--- src/rtl/mmio_responder.sv ---
// MMIO responder for the Riscv151 core: decodes loads/stores in the MMIO
// window and serves the UART (RX FIFO, one TX holding byte) plus the
// cycle and retired-instruction counters. Load data is registered so it
// arrives one cycle after re, matching the synchronous memories.
//
// Handshakes (tx_valid/tx_ready, rx_valid/rx_ready) are strict valid/ready:
// a transfer happens on a rising clk edge where both valid and ready are 1;
// valid never waits on ready, and ready here is derived only from registered
// state (tx_valid = holding full, rx_ready = !fifo full).
module mmio_responder #(
  parameter logic [3:0] MMIO_BASE = 4'h8,
  parameter int         RX_DEPTH  = 4
) (
  input  logic        clk,
  input  logic        rst,
  input  logic [31:0] addr,
  input  logic [31:0] wdata,
  input  logic [3:0]  wea,
  input  logic        re,
  input  logic        inst_retire,
  output logic [31:0] rdata,
  output logic [7:0]  tx_data,
  output logic        tx_valid,
  input  logic        tx_ready,
  input  logic [7:0]  rx_data,
  input  logic        rx_valid,
  output logic        rx_ready
);

  localparam int AW = $clog2(RX_DEPTH);
  localparam int CW = AW + 1;
  localparam logic [CW-1:0] RX_FULL_COUNT = CW'(RX_DEPTH);

  // Word index of each register (offset >> 2)
  localparam logic [5:0] IDX_STATUS = 6'h00;
  localparam logic [5:0] IDX_RX     = 6'h01;
  localparam logic [5:0] IDX_TX     = 6'h02;
  localparam logic [5:0] IDX_CYCLE  = 6'h04;
  localparam logic [5:0] IDX_INST   = 6'h05;
  localparam logic [5:0] IDX_CRST   = 6'h06;

  logic        sel;
  logic [5:0]  reg_idx;
  logic        load;
  logic        store;

  logic [7:0]    rx_mem [RX_DEPTH];
  logic [AW-1:0] rx_wr_ptr;
  logic [AW-1:0] rx_rd_ptr;
  logic [CW-1:0] rx_count;
  logic          rx_full;
  logic          rx_empty;
  logic          rx_push;
  logic          rx_pop;

  logic        tx_full;
  logic        tx_accept;
  logic        tx_done;

  logic [31:0] cycle_cnt;
  logic [31:0] inst_cnt;
  logic        cnt_clr;

  logic [31:0] rd_mux;

  // Upper offset bits, byte lane bits and store data above the byte are
  // intentionally ignored by this block.
  logic unused_bits;
  assign unused_bits = ^{addr[27:8], addr[1:0], wdata[31:8]};

  assign sel     = (addr[31:28] == MMIO_BASE);
  assign reg_idx = addr[7:2];
  assign load    = re & sel;
  assign store   = sel & (|wea);

  assign rx_full   = (rx_count == RX_FULL_COUNT);
  assign rx_empty  = (rx_count == '0);
  assign rx_ready  = !rx_full;
  assign rx_push   = rx_valid & !rx_full;
  assign rx_pop    = load & (reg_idx == IDX_RX) & !rx_empty;

  assign tx_valid  = tx_full;
  assign tx_accept = store & (reg_idx == IDX_TX) & !tx_full;
  assign tx_done   = tx_full & tx_ready;

  assign cnt_clr   = store & (reg_idx == IDX_CRST);

  // RX FIFO storage; contents need no reset since count gates visibility
  always_ff @(posedge clk) begin
    if (rx_push) rx_mem[rx_wr_ptr] <= rx_data;
  end

  // RX FIFO pointers and occupancy; pointers wrap naturally at power-of-two depth
  always_ff @(posedge clk or negedge rst) begin
    if (!rst) begin
      rx_wr_ptr <= '0;
      rx_rd_ptr <= '0;
      rx_count  <= '0;
    end else begin
      if (rx_push) rx_wr_ptr <= rx_wr_ptr + 1'b1;
      if (rx_pop)  rx_rd_ptr <= rx_rd_ptr + 1'b1;
      case ({rx_push, rx_pop})
        2'b10:   rx_count <= rx_count + 1'b1;
        2'b01:   rx_count <= rx_count - 1'b1;
        default: rx_count <= rx_count;
      endcase
    end
  end

  // TX holding register; a store only lands when the holder was empty at the edge
  always_ff @(posedge clk or negedge rst) begin
    if (!rst) begin
      tx_full <= 1'b0;
      tx_data <= 8'h00;
    end else if (tx_accept) begin
      tx_full <= 1'b1;
      tx_data <= wdata[7:0];
    end else if (tx_done) begin
      tx_full <= 1'b0;
    end
  end

  // Free-running counters; a counter-reset store beats any increment
  always_ff @(posedge clk or negedge rst) begin
    if (!rst) begin
      cycle_cnt <= '0;
      inst_cnt  <= '0;
    end else if (cnt_clr) begin
      cycle_cnt <= '0;
      inst_cnt  <= '0;
    end else begin
      cycle_cnt <= cycle_cnt + 32'd1;
      if (inst_retire) inst_cnt <= inst_cnt + 32'd1;
    end
  end

  // Read mux over pre-edge register values
  always_comb begin
    rd_mux = '0;
    case (reg_idx)
      IDX_STATUS: rd_mux = {30'b0, !rx_empty, !tx_full};
      IDX_RX:     rd_mux = rx_empty ? 32'h0 : {24'b0, rx_mem[rx_rd_ptr]};
      IDX_CYCLE:  rd_mux = cycle_cnt;
      IDX_INST:   rd_mux = inst_cnt;
      default:    rd_mux = '0;
    endcase
  end

  // Load data register: captured on every re edge, zero outside the window
  always_ff @(posedge clk or negedge rst) begin
    if (!rst) begin
      rdata <= '0;
    end else if (re) begin
      rdata <= sel ? rd_mux : 32'h0;
    end
  end

endmodule

--- config.mk ---
export PLATFORM = sky130hd
export DESIGN_NAME = mmio_responder
export DESIGN_NICKNAME = d
export VERILOG_FILES = /design/src/rtl/mmio_responder.sv
export SDC_FILE = /design/constraint.sdc
export NUM_CORES = 1
export LEC_CHECK = 0
export ABC_AREA = 1
export BUFFER_PORTS_ARGS = -buffer_cell sky130_fd_sc_hd__buf_2
export CAP_MARGIN = 20
export CORE_ASPECT_RATIO = 1.25
export CORE_MARGIN = 2
export CORE_UTILIZATION = 51
export CTS_CLUSTER_SIZE = 30
export DETAILED_ROUTE_END_ITERATION = 6
export PLACE_DENSITY_LB_ADDON = 0.12
export SETUP_SLACK_MARGIN = 0.02
export SKIP_LAST_GASP = 1
export SYNTH_ARGS = -nofsm -noshare
export SYNTH_HDL_FRONTEND = slang
export SYNTH_SLANG_ARGS = --single-unit
--- constraint.sdc ---
create_clock -name clk -period 1.9 [get_ports clk]
set_clock_uncertainty 0.05 [all_clocks]
set_input_delay 0.285 -clock clk [delete_from_list [all_inputs] [get_ports clk]]
set_output_delay 0.285 -clock clk [all_outputs]
set_load 0.01 [all_outputs]
==> results of run 1 <==
metrics by stage:
| step | setup slack [ns] | hold slack [ns] |
|---|---|---|
| floorplan | 0.02658 | -0.06059 |
| global placement | 0.02988 | 0.1914 |
| detailed placement | 0.001659 | 0.1888 |
| CTS | 0.07074 | 0.003634 |
| global route | 0.02566 | 0.01446 |
| finish | 0.07962 | 0.009211 |
final cells by class:
cell class | instances | area share (%)
Clock buffer | 17 | 4.724
Clock inverter | 15 | 2.029
Inverter | 98 | 4.085
Multi-Input combinational cell | 709 | 36.81
Sequential cell | 144 | 41.80
Tap cell | 178 | 2.473
Timing Repair Buffer | 115 | 8.087
worst max path at each step:
stage	from	depth (start not counted)	to	slack [ns]
after detailed placement	addr[7]	12	rx_count[2]$_DFFE_PN0P_	0.002
after global placement	addr[7]	12	rx_count[2]$_DFFE_PN0P_	0.03
after global routing	rx_count[0]$_DFFE_PN0P_	7	rx_count[1]$_DFFE_PN0P_	0.03
after floorplan	addr[7]	11	rx_count[2]$_DFFE_PN0P_	0.03
after CTS	rx_count[1]$_DFFE_PN0P_	7	rx_count[1]$_DFFE_PN0P_	0.07
final	rx_count[1]$_DFFE_PN0P_	7	rx_count[1]$_DFFE_PN0P_	0.08
per-layer routing:
metal / vias to the layer above / share of wire, % / wire, um
li1: 3358 / - / -
met1: 3092 / 43 / 8262
met2: 215 / 49 / 9520
met3: 50 / 4.4 / 855
met4: 0 / 3.8 / 745
met5: - / 0 / 0
placed cells by master, fill, tap and decap left out, types with 4 or more instances in the layout:
cell	count
buf_4	33
o22ai_1	22
clkbuf_16	17
nand3_1	61
ha_1	6
inv_1	94
o21ai_0	45
a22o_1	8
nor2_1	166
clkinv_8	5
buf_2	76
nor2_2	7
edfxtp_1	32
dfrtp_1	112
nand2_2	6
nand4_1	12
inv_8	6
nand2_1	290
buf_12	4
nor2_4	6
nor3_1	24
a21oi_1	26
xor2_1	10
flip-flops by register name, indices dropped and copies added (netlist names):
signal and flops:
cycle_cnt 32, rx_rd_ptr 2, inst_cnt 32, rx_wr_ptr 2
rx_count 3, rdata 32, tx_valid 1, rx_mem 32
tx_data 8
report_power, final:
part	leakage (nW)	switching, mW	internal [mW]
Combinational	2.54	0.812	0.466
Clock	0.294	1.57	1.79
Sequential	1.69	0.282	3.56
logic make-up (layout without fill, tap and decap cells):
family	after synthesis	in the layout	synth area share, %
compound gates	104	104	7.688
xor+xnor	14	14	1.731
fa+ha+maj	8	8	1.431
buf+inv	123	245	6.507
flops	144	144	50.06
simple gates	583	583	32.58
timing repair:
action	4_1_cts	5_1_grt
resized for setup	0	2
buffers inserted	0	1
endpoints found under the setup margin	0	3
hold endpoints to repair	27	0
hold buffers	2	0
==> summary.txt, run 1 <==
Timing
  • Least-Margin Pin Slew: 0.4795 ns
  • Fin Setup TNS: 0 ns
  • Slew Limit Headroom: 68.00%
  • Final Cycle Share: 95.81%
  • RSZ-0062 raised after global routing: no
  • Setup Viol. Count Final: 0
  • Max-slew violation count: 0
  • Fmax: 0.5493 GHz
  • Final-report hold violation count: 0
  • Min Clock Period, post-route: 1.820 ns

Logic synthesis
  • Syn nets: 1,066
  • Mapped Cells: 976
  • Syn_area_per_cell: 7.703 um^2
  • Ys async rst share: 77.78%
  • EDFF count, synth: 32
  • Largest cells by area after synthesis: dfrtp_1, nand2_1, edfxtp_1
  • Ys flop type: dfrtp_1
  • Top post-synthesis cells by count: nand2_1, nor2_1, dfrtp_1
  • Seq/Total Area, Yosys: 50.06%
  • Synthesized area: 7518 um^2
  • Yosys cell types: 33
  • Yosys top cell by area: dfrtp_1
  • Share of the synthesized area in the top cell type: 37.28%
  • Synth warn: 0
  • Post-synthesis register bit count: 144
  • Most common cell in the netlist: nand2_1

Setup path
  • CP Data Required Time: 2.21 ns
  • FF-to-FF End: rx_count[1]$_DFFE_PN0P_
  • Arr. time, crit path: 2.13 ns
  • Setup CP Type: flip-flop to flip-flop
  • CP Cell Sequence: nor3_2, nor3_4, and2_4, ha_4, inv_2, fa_2, o21ai_1
  • Max stage delay on crit path: 0.41 ns
  • Worst-path fanout max: 3
  • CP Capture Type: flip-flop
  • R2R cell count: 7
  • Reg2reg start: rx_count[1]$_DFFE_PN0P_
  • Crit-path slowest cell: dfrtp_1
  • Kind of cell adding the most delay to the critical path: adder cells
  • Worst R2R Setup Slack: 0.08 ns
  • Setup crit start kind: flip-flop
  • Buffers plus inverters on the worst setup path: 1

Placement
  • Cell area after placement: 8359 um^2
  • Placer Congestion: 0.9231
  • Placed cell count: 1,241
  • Port Buffer Count: 77
  • Post-DP HPWL: 14,220 um

Route
  • Starting DRT DRC Count: 429
  • DRT antenna net count: 0
  • 1st-pass router iterations: 5
  • Number of vias per cell: 5.263
  • Final wirelength: 19,390 um
  • WL/cell: 15.19 um
  • DRC Markers: 0
  • Via count: 6,715

Power and ir drop
  • PD cells: 940.7 nW/um^2
  • Peak supply drop: 0.001200 V
  • Leakage: 4.522 nW
  • Tot Pwr: 8.471 mW

Hold path
  • Worst hold path class: input pin to flip-flop
  • Hold Crit Start: rx_data[4]
  • Hold-critical path endpoint: rx_mem[1][4]$_DFFE_PP_
  • WHS Path Cells: 1

Finish
  • Layout area overhead: 19.77%
  • Finished Cell Area: 9005 um^2
  • ANT cells: 0
  • Final non-filler cell total: 1,276
  • Sequential standard cell area: 3764 um^2
  • Fillcell total: 1,330
  • Layout cells sized above 1: 16.30%
  • Final Util: 62.50%
  • Layout Nets: 1,175
  • Multi-input logic area: 3314 um^2

CTS
  • Root buffer cell: clkbuf_16
  • Clock net sink count: 144
  • H-tree depth: 4
  • CTS tree: built
  • Insertion delay to the later sink of the worst-skew pair: 0.43 ns
  • Max Buffers Root-to-Sink: 2
  • Total CTS buffers: 17
  • Reg clk slew, reported paths: 0.07 ns

Die
  • Die X-Extent: 112.6 um
  • Die H: 139.8 um
  • Num rows: 49
  • Core area: 14,410 um^2
  • Die Footprint: 15,740 um^2
  • Starting Density: 52.18%
  • I/O pins: 124

Job
  • Max Cap Violations: 0

Global routing
  • GR met3 Demand/Resource: 4.355%
  • Vias in the first global route: 6,428
  • First-pass GRT wire length: 31,760 um
  • Met2 Use GR: 43.02%
  • Met1 Use GR: 32.39%
  • GR Util All Layers: 25.61%
  • Grt peak-use layer: met2
  • Largest net degree at the start of global routing: 49
  • Antenna violations before repair: 0
  • Gr ovfl total: 0

Status
  • Outcome: finished, final reports clean
Power figures use the tool's default switching activity.
==> inputs of run 2 (changes only) <==
--- a/config.mk
+++ b/config.mk
@@ -7,12 +7,13 @@
 export LEC_CHECK = 0
 export ABC_AREA = 1
 export BUFFER_PORTS_ARGS = -buffer_cell sky130_fd_sc_hd__buf_2
-export CAP_MARGIN = 20
+export CAP_MARGIN = 10
 export CORE_ASPECT_RATIO = 1.25
 export CORE_MARGIN = 2
 export CORE_UTILIZATION = 51
 export CTS_CLUSTER_SIZE = 30
 export DETAILED_ROUTE_END_ITERATION = 6
+export GPL_TIMING_DRIVEN = 1
 export PLACE_DENSITY_LB_ADDON = 0.12
 export SETUP_SLACK_MARGIN = 0.02
 export SKIP_LAST_GASP = 1
==> constraint.sdc (replaced) <==
create_clock -name clk -period 1.9 [get_ports clk]
set_clock_uncertainty 0.05 [all_clocks]
set_input_delay 0.19 -clock clk [delete_from_list [all_inputs] [get_ports clk]]
set_output_delay 0.19 -clock clk [all_outputs]
set_load 0.01 [all_outputs]
==> run 2 against run 1 <==
  * Fmax shrank 0.28%
  * Routed wire length increased by 0.88%
  * Worst setup slack lost 0.0051 ns
  * Sequential power barely moved
  * Hold slack better by 0.074 ns
  * Non-clock buffer count up 15
  * Sequential share of layout area is 0.54 points lower
  * First-iteration DRC count decreased by 7.7%
  * Via count is 0.52% higher
  * Register-to-register slack hardly changed
  * Combinational power barely moved
  * Clock power barely moved
==> summary.txt, run 2 (synthesized netlist as in run 1, its figures left out) <==
Power and ir drop
  • P_int: 5.930 mW
  • P_sw: 2.583 mW
  • Peak supply drop: 0.0007958 V
  • Comb power frac: 15.2%
  • Share of power burned in the clock network: 39.5%
  • Sequential power share: 45.3%
  • Sw Ratio: 30.34%
  • Leakage: 4.570 nW
  • PD cells: 933.2 nW/um^2

CTS
  • Root buffer cell: clkbuf_16
  • Max Buffers Root-to-Sink: 2
  • Reg clk slew, reported paths: 0.07 ns
  • H-tree depth: 4
  • CTS tree: built
  • Insertion delay to the later sink of the worst-skew pair: 0.43 ns
  • Total CTS buffers: 17
  • Clock net sink count: 144

Setup path
  • Setup crit start kind: flip-flop
  • Arr. time, crit path: 2.13 ns
  • Worst-path fanout max: 3
  • Setup CP Type: flip-flop to flip-flop
  • CP Capture Type: flip-flop
  • Critical path's most frequent cell: nor3_4
  • Crit-path slowest cell: dfrtp_1
  • CP Cell Sequence: nor3_4, nor3_4, and2_4, ha_1, inv_2, fa_2, o21ai_1
  • Kind of cell adding the most delay to the critical path: adder cells
  • Buffers plus inverters on the worst setup path: 1
  • Max stage delay on crit path: 0.43 ns
  • CP Data Required Time: 2.20 ns

Route
  • DRC Markers: 0
  • Starting DRT DRC Count: 396
  • Number of vias per cell: 5.229
  • Final wirelength: 19,560 um
  • WL/cell: 15.15 um
  • Via count: 6,750
  • DRT antenna net count: 0
  • 1st-pass router iterations: 7

Die
  • Starting Density: 52.18%
  • Die Footprint: 15,740 um^2
  • Die X-Extent: 112.6 um
  • Core area: 14,410 um^2
  • Num rows: 49
  • Die H: 139.8 um
  • I/O pins: 124

Finish
  • Most common cell after layout, fill and taps aside: nand2_1
  • Final non-filler cell total: 1,291
  • Fillcell total: 1,280
  • ANT cells: 0
  • Layout Nets: 1,190
  • Sequential standard cell area: 3764 um^2
  • Layout area overhead: 21.33%
  • Commonest cells after routing, fill and taps aside: nand2_1, nor2_1, dfrtp_1
  • Layout cells sized above 1: 15.81%
  • Multi-input logic area: 3293 um^2

Status
  • Outcome: finished, final reports clean

Timing
  • Least-Margin Pin Slew: 0.4725 ns
  • Fmax: 0.5478 GHz
  • RSZ-0062 raised after global routing: yes
  • Worst hold slack: 0.08360 ns
  • Final Cycle Share: 96.08%
  • Final worst setup slack: 0.07449 ns
  • Final-report hold violation count: 0
  • Setup Viol. Count Final: 0
  • Slew Limit Headroom: 68.46%
  • Min Clock Period, post-route: 1.826 ns
  • Max-slew violation count: 0

Global routing
  • Largest net degree at the start of global routing: 49
  • Gr ovfl total: 0
  • Antenna violations before repair: 0
  • First-pass GRT wire length: 31,610 um
  • GR Util All Layers: 25.57%
  • Vias in the first global route: 6,386

Placement
  • Placer Congestion: 0.9279
  • Placed cell count: 1,239
  • Setup WS pre-CTS: -0.01954 ns
  • Port Buffer Count: 77
  • Post-DP HPWL: 14,330 um

Job
  • Max Cap Violations: 0

Hold path
  • Worst hold path class: input pin to asynchronous set/reset pin
[run 2: metal layers]
layer | track usage [%] | routed length, um | vias up
li1 | - | - | 3391
met1 | 31.84 | 8265 | 3108
met2 | 44.28 | 10020 | 216
met3 | 4.399 | 769 | 35
met4 | 9.820 | 498 | 0
met5 | 0 | 0 | -
[run 2: final cells by class]
cell class / instances / area share (%)
Clock buffer: 17 / 4.663
Timing Repair Buffer: 130 / 9.656
Multi-Input combinational cell: 709 / 36.10
Sequential cell: 144 / 41.26
Inverter: 98 / 4.032
Tap cell: 178 / 2.441
Clock inverter: 15 / 1.852
[run 2: repair_timing]
| action | CTS | global route |
|---|---|---|
| hold buffers | 18 | 0 |
| hold endpoints to repair | 153 | 0 |
| endpoints found under the setup margin | 1 | 3 |
| pin swaps | 1 | 2 |
| buffers inserted | 2 | 0 |
| resized for setup | 1 | 4 |
[run 2: worst paths after layout]
check	start	end	slack, ns	cells past startpoint
worst max-delay path	rx_count[1]$_DFFE_PN0P_	rx_count[1]$_DFFE_PN0P_	0.07	7
worst min-delay path	rst	rdata[20]$_DFFE_PN0P_	0.08	2
worst max register to register	rx_count[1]$_DFFE_PN0P_	rx_count[1]$_DFFE_PN0P_	0.07	7
worst min register to register	tx_data[7]$_DFFE_PN0P_	tx_data[7]$_DFFE_PN0P_	0.42	2
max in group asynchronous	rst	inst_cnt[30]$_DFFE_PN0P_	1.08	3
min in group clk	inst_retire	inst_cnt[0]$_DFFE_PN0P_	0.10	3
[run 2: power by group through the flow]
stage          clock network, mW  registers, mW  logic [mW]
2_1_floorplan                  0           3.83       0.820
3_3_place_gp                   0           3.89        1.20
3_5_place_dp                   0           3.90        1.22
4_1_cts                     3.41           3.85        1.30
5_1_grt                     3.53           3.90        1.49
6_report                    3.36           3.86        1.29
[run 2: through the flow]
stage          total power [mW]   TNS [ns]  area, um^2  utilization [%]
2_1_floorplan             4.654          0        7528                -
5_1_grt                   8.918  -0.009461        9123            63.32
4_1_cts                   8.559          0        9117            63.28
3_5_place_dp              5.121   -0.03131        8322            57.76
3_3_place_gp              5.086          0        8322            57.76
6_report                  8.513          0        9123            63.32
==> inputs of run 3 (changes only) <==
--- a/config.mk
+++ b/config.mk
@@ -10,7 +10,7 @@
 export CAP_MARGIN = 10
 export CORE_ASPECT_RATIO = 1.25
 export CORE_MARGIN = 2
-export CORE_UTILIZATION = 51
+export CORE_UTILIZATION = 57
 export CTS_CLUSTER_SIZE = 30
 export DETAILED_ROUTE_END_ITERATION = 6
 export GPL_TIMING_DRIVEN = 1
==> constraint.sdc (replaced) <==
create_clock -name clk -period 1.73 [get_ports clk]
set_clock_uncertainty 0.05 [all_clocks]
set_input_delay 0.173 -clock clk [delete_from_list [all_inputs] [get_ports clk]]
set_output_delay 0.173 -clock clk [all_outputs]
set_load 0.01 [all_outputs]
==> run 3 against run 2 <==
  * The run now ends with negative setup slack left
  * Sequential power grew 10%
  * Cell count grew 0.15%
  * Sequential share of layout area shrank 0.63 points
  * Hold slack lost 0.018 ns
  * Total power grew 12%
  * Design area grew 1.8%
  * Clock power grew 9.5%
  * Combinational power grew 23%
  * Via count grew 3.8%
  * Count of clock-buffer cells in the layout is the same
  * Routed wire length grew 2.2%
==> summary.txt, run 3 (synthesized netlist as in run 1, its figures left out) <==
Global routing
  • GR Util All Layers: 29.23%
  • Grt peak-use layer: met2
  • Met1 Use GR: 35.52%
  • Largest net degree at the start of global routing: 79
  • Vias in the first global route: 6,800
  • Antenna violations before repair: 0
  • Met2 Use GR: 50.35%
  • First-pass GRT wire length: 32,310 um
  • GR met3 Demand/Resource: 4.251%
  • Gr ovfl total: 0

CTS
  • Max Buffers Root-to-Sink: 2
  • Insertion delay to the later sink of the worst-skew pair: 0.43 ns
  • Total CTS buffers: 17
  • CTS tree: built
  • Reg clk slew, reported paths: 0.07 ns
  • Clock net sink count: 144
  • H-tree depth: 4
  • Root buffer cell: clkbuf_16

Finish
  • Final Util: 72.68%
  • ANT cells: 0
  • Most common cell after layout, fill and taps aside: nand2_1
  • Fillcell total: 1,057
  • Layout cells sized above 1: 18.76%
  • Commonest cells after routing, fill and taps aside: nand2_1, nor2_1, dfrtp_1
  • Layout area overhead: 23.51%
  • Multi-input logic area: 3363 um^2
  • Sequential standard cell area: 3772 um^2
  • Layout Nets: 1,202

Die
  • Num rows: 46
  • Die Footprint: 14,130 um^2
  • Die X-Extent: 106.7 um
  • I/O pins: 124
  • Die H: 132.4 um
  • Starting Density: 58.84%
  • Core area: 12,780 um^2

Timing
  • Setup Viol. Count Final: 2
  • Fmax: 0.5740 GHz
  • Min Clock Period, post-route: 1.742 ns
  • Fin Setup TNS: -0.02274 ns
  • Worst hold slack: 0.06518 ns
  • Final-report hold violation count: 0
  • Slew Limit Headroom: 68.60%
  • Max-slew violation count: 0
  • Final worst setup slack: -0.01206 ns
  • RSZ-0062 raised after global routing: yes
  • Least-Margin Pin Slew: 0.4704 ns
  • Final Cycle Share: 100.7%

Setup path
  • FF-to-FF End: rx_count[2]$_DFFE_PN0P_
  • Kind of cell adding the most delay to the critical path: simple AND/OR/NAND/NOR gates
  • CP Data Required Time: 2.00 ns
  • Arr. time, crit path: 2.01 ns
  • Reg2reg start: rx_count[1]$_DFFE_PN0P_
  • Buffers plus inverters on the worst setup path: 1
  • Setup crit start kind: flip-flop
  • Setup CP Type: flip-flop to flip-flop
  • Worst R2R Setup Slack: -0.01 ns
  • CP Capture Type: flip-flop
  • R2R cell count: 10
  • CP Cell Sequence: nor3_4, nor3_4, and2_4, ha_4, inv_4, fa_2, nor2_1, nor2_1, nand2_1, xnor2_1
  • Crit-path slowest cell: dfrtp_2
  • Worst-path fanout max: 3
  • Max stage delay on crit path: 0.44 ns

Placement
  • Port Buffer Count: 77
  • Placer Congestion: 0.9422
  • Post-DP HPWL: 14,040 um

Hold path
  • WHS Path Cells: 3
  • Worst hold path class: input pin to flip-flop
  • Hold Crit Start: inst_retire
  • Hold-critical path endpoint: inst_cnt[30]$_DFFE_PN0P_

Route
  • Final wirelength: 19,990 um
  • Number of vias per cell: 5.418
  • WL/cell: 15.46 um
  • 1st-pass router iterations: 5
  • DRC Markers: 0
  • Via count: 7,006
  • Starting DRT DRC Count: 554
  • DRT antenna net count: 0

Status
  • Failing checks: negative setup slack
  • Outcome: finished with violations

Power and ir drop
  • Leakage: 4.638 nW
  • Peak supply drop: 0.0006614 V
  • PD cells: 1024 nW/um^2

Job
  • Max Cap Violations: 0
run 3: through the flow:
| stage | power, mW | cell area [um^2] | std cells | setup slack (ns) |
|---|---|---|---|---|
| floorplan | 5.131 | 7553 | 976 | -0.04855 |
| global placement | 5.672 | 8404 | 1240 | -0.02584 |
| detailed placement | 5.713 | 8404 | 1240 | -0.06542 |
| CTS | 9.457 | 9225 | 1293 | -0.01303 |
| global route | 9.955 | 9286 | 1293 | -0.1405 |
| finish | 9.513 | 9286 | 1293 | -0.01206 |
run 3: timing repair:
item	4_1_cts	5_1_grt
hold buffers	18	0
setup buffers	3	0
gates resized for setup	1	25
hold endpoints to repair	153	0
pin swaps	4	4
setup endpoints to repair	4	22
run 3: worst reg2reg max path, cell delays in order, from the launching register on:
cell and delay [ns]:
dfrtp_2 0.44, nor3_4 0.24, nor3_4 0.05, and2_4 0.15, ha_4 0.16, inv_4 0.05
fa_2 0.18, nor2_1 0.04, nor2_1 0.08, nand2_1 0.07, xnor2_1 0.12
run 3: worst max path at each step:
stage | start | endpoint | slack (ns) | cells after the start
final | rx_count[1]$_DFFE_PN0P_ | rx_count[2]$_DFFE_PN0P_ | -0.01 | 10
after global routing | rx_count[1]$_DFFE_PN0P_ | rx_count[2]$_DFFE_PN0P_ | -0.14 | 10
after CTS | rx_count[1]$_DFFE_PN0P_ | rx_count[1]$_DFFE_PN0P_ | -0.01 | 7
after detailed placement | rx_count[0]$_DFFE_PN0P_ | rx_count[1]$_DFFE_PN0P_ | -0.07 | 7
after global placement | rx_count[0]$_DFFE_PN0P_ | rx_count[2]$_DFFE_PN0P_ | -0.03 | 10
after floorplan | rx_count[2]$_DFFE_PN0P_ | rx_count[2]$_DFFE_PN0P_ | -0.05 | 10
run 3: final cells by class:
type,count,area share [%]
Timing Repair Buffer,142,10.32
Multi-Input combinational cell,709,36.22
Clock inverter,15,2.008
Inverter,98,3.988
Sequential cell,144,40.62
Clock buffer,17,4.581
Tap cell,168,2.264
run 3: per-layer routing:
layer,routed length (um),vias up
li1,-,3413
met1,8043,3278
met2,10070,251
met3,978,64
met4,896,0
met5,0,-
run 3: power breakdown:
| group | leakage, nW | switching [mW] | internal [mW] |
|---|---|---|---|
| registers | 1.68 | 0.328 | 3.92 |
| logic | 2.66 | 0.970 | 0.619 |
| clock network | 0.297 | 1.72 | 1.96 |
| total | 4.64 | 3.02 | 6.50 |
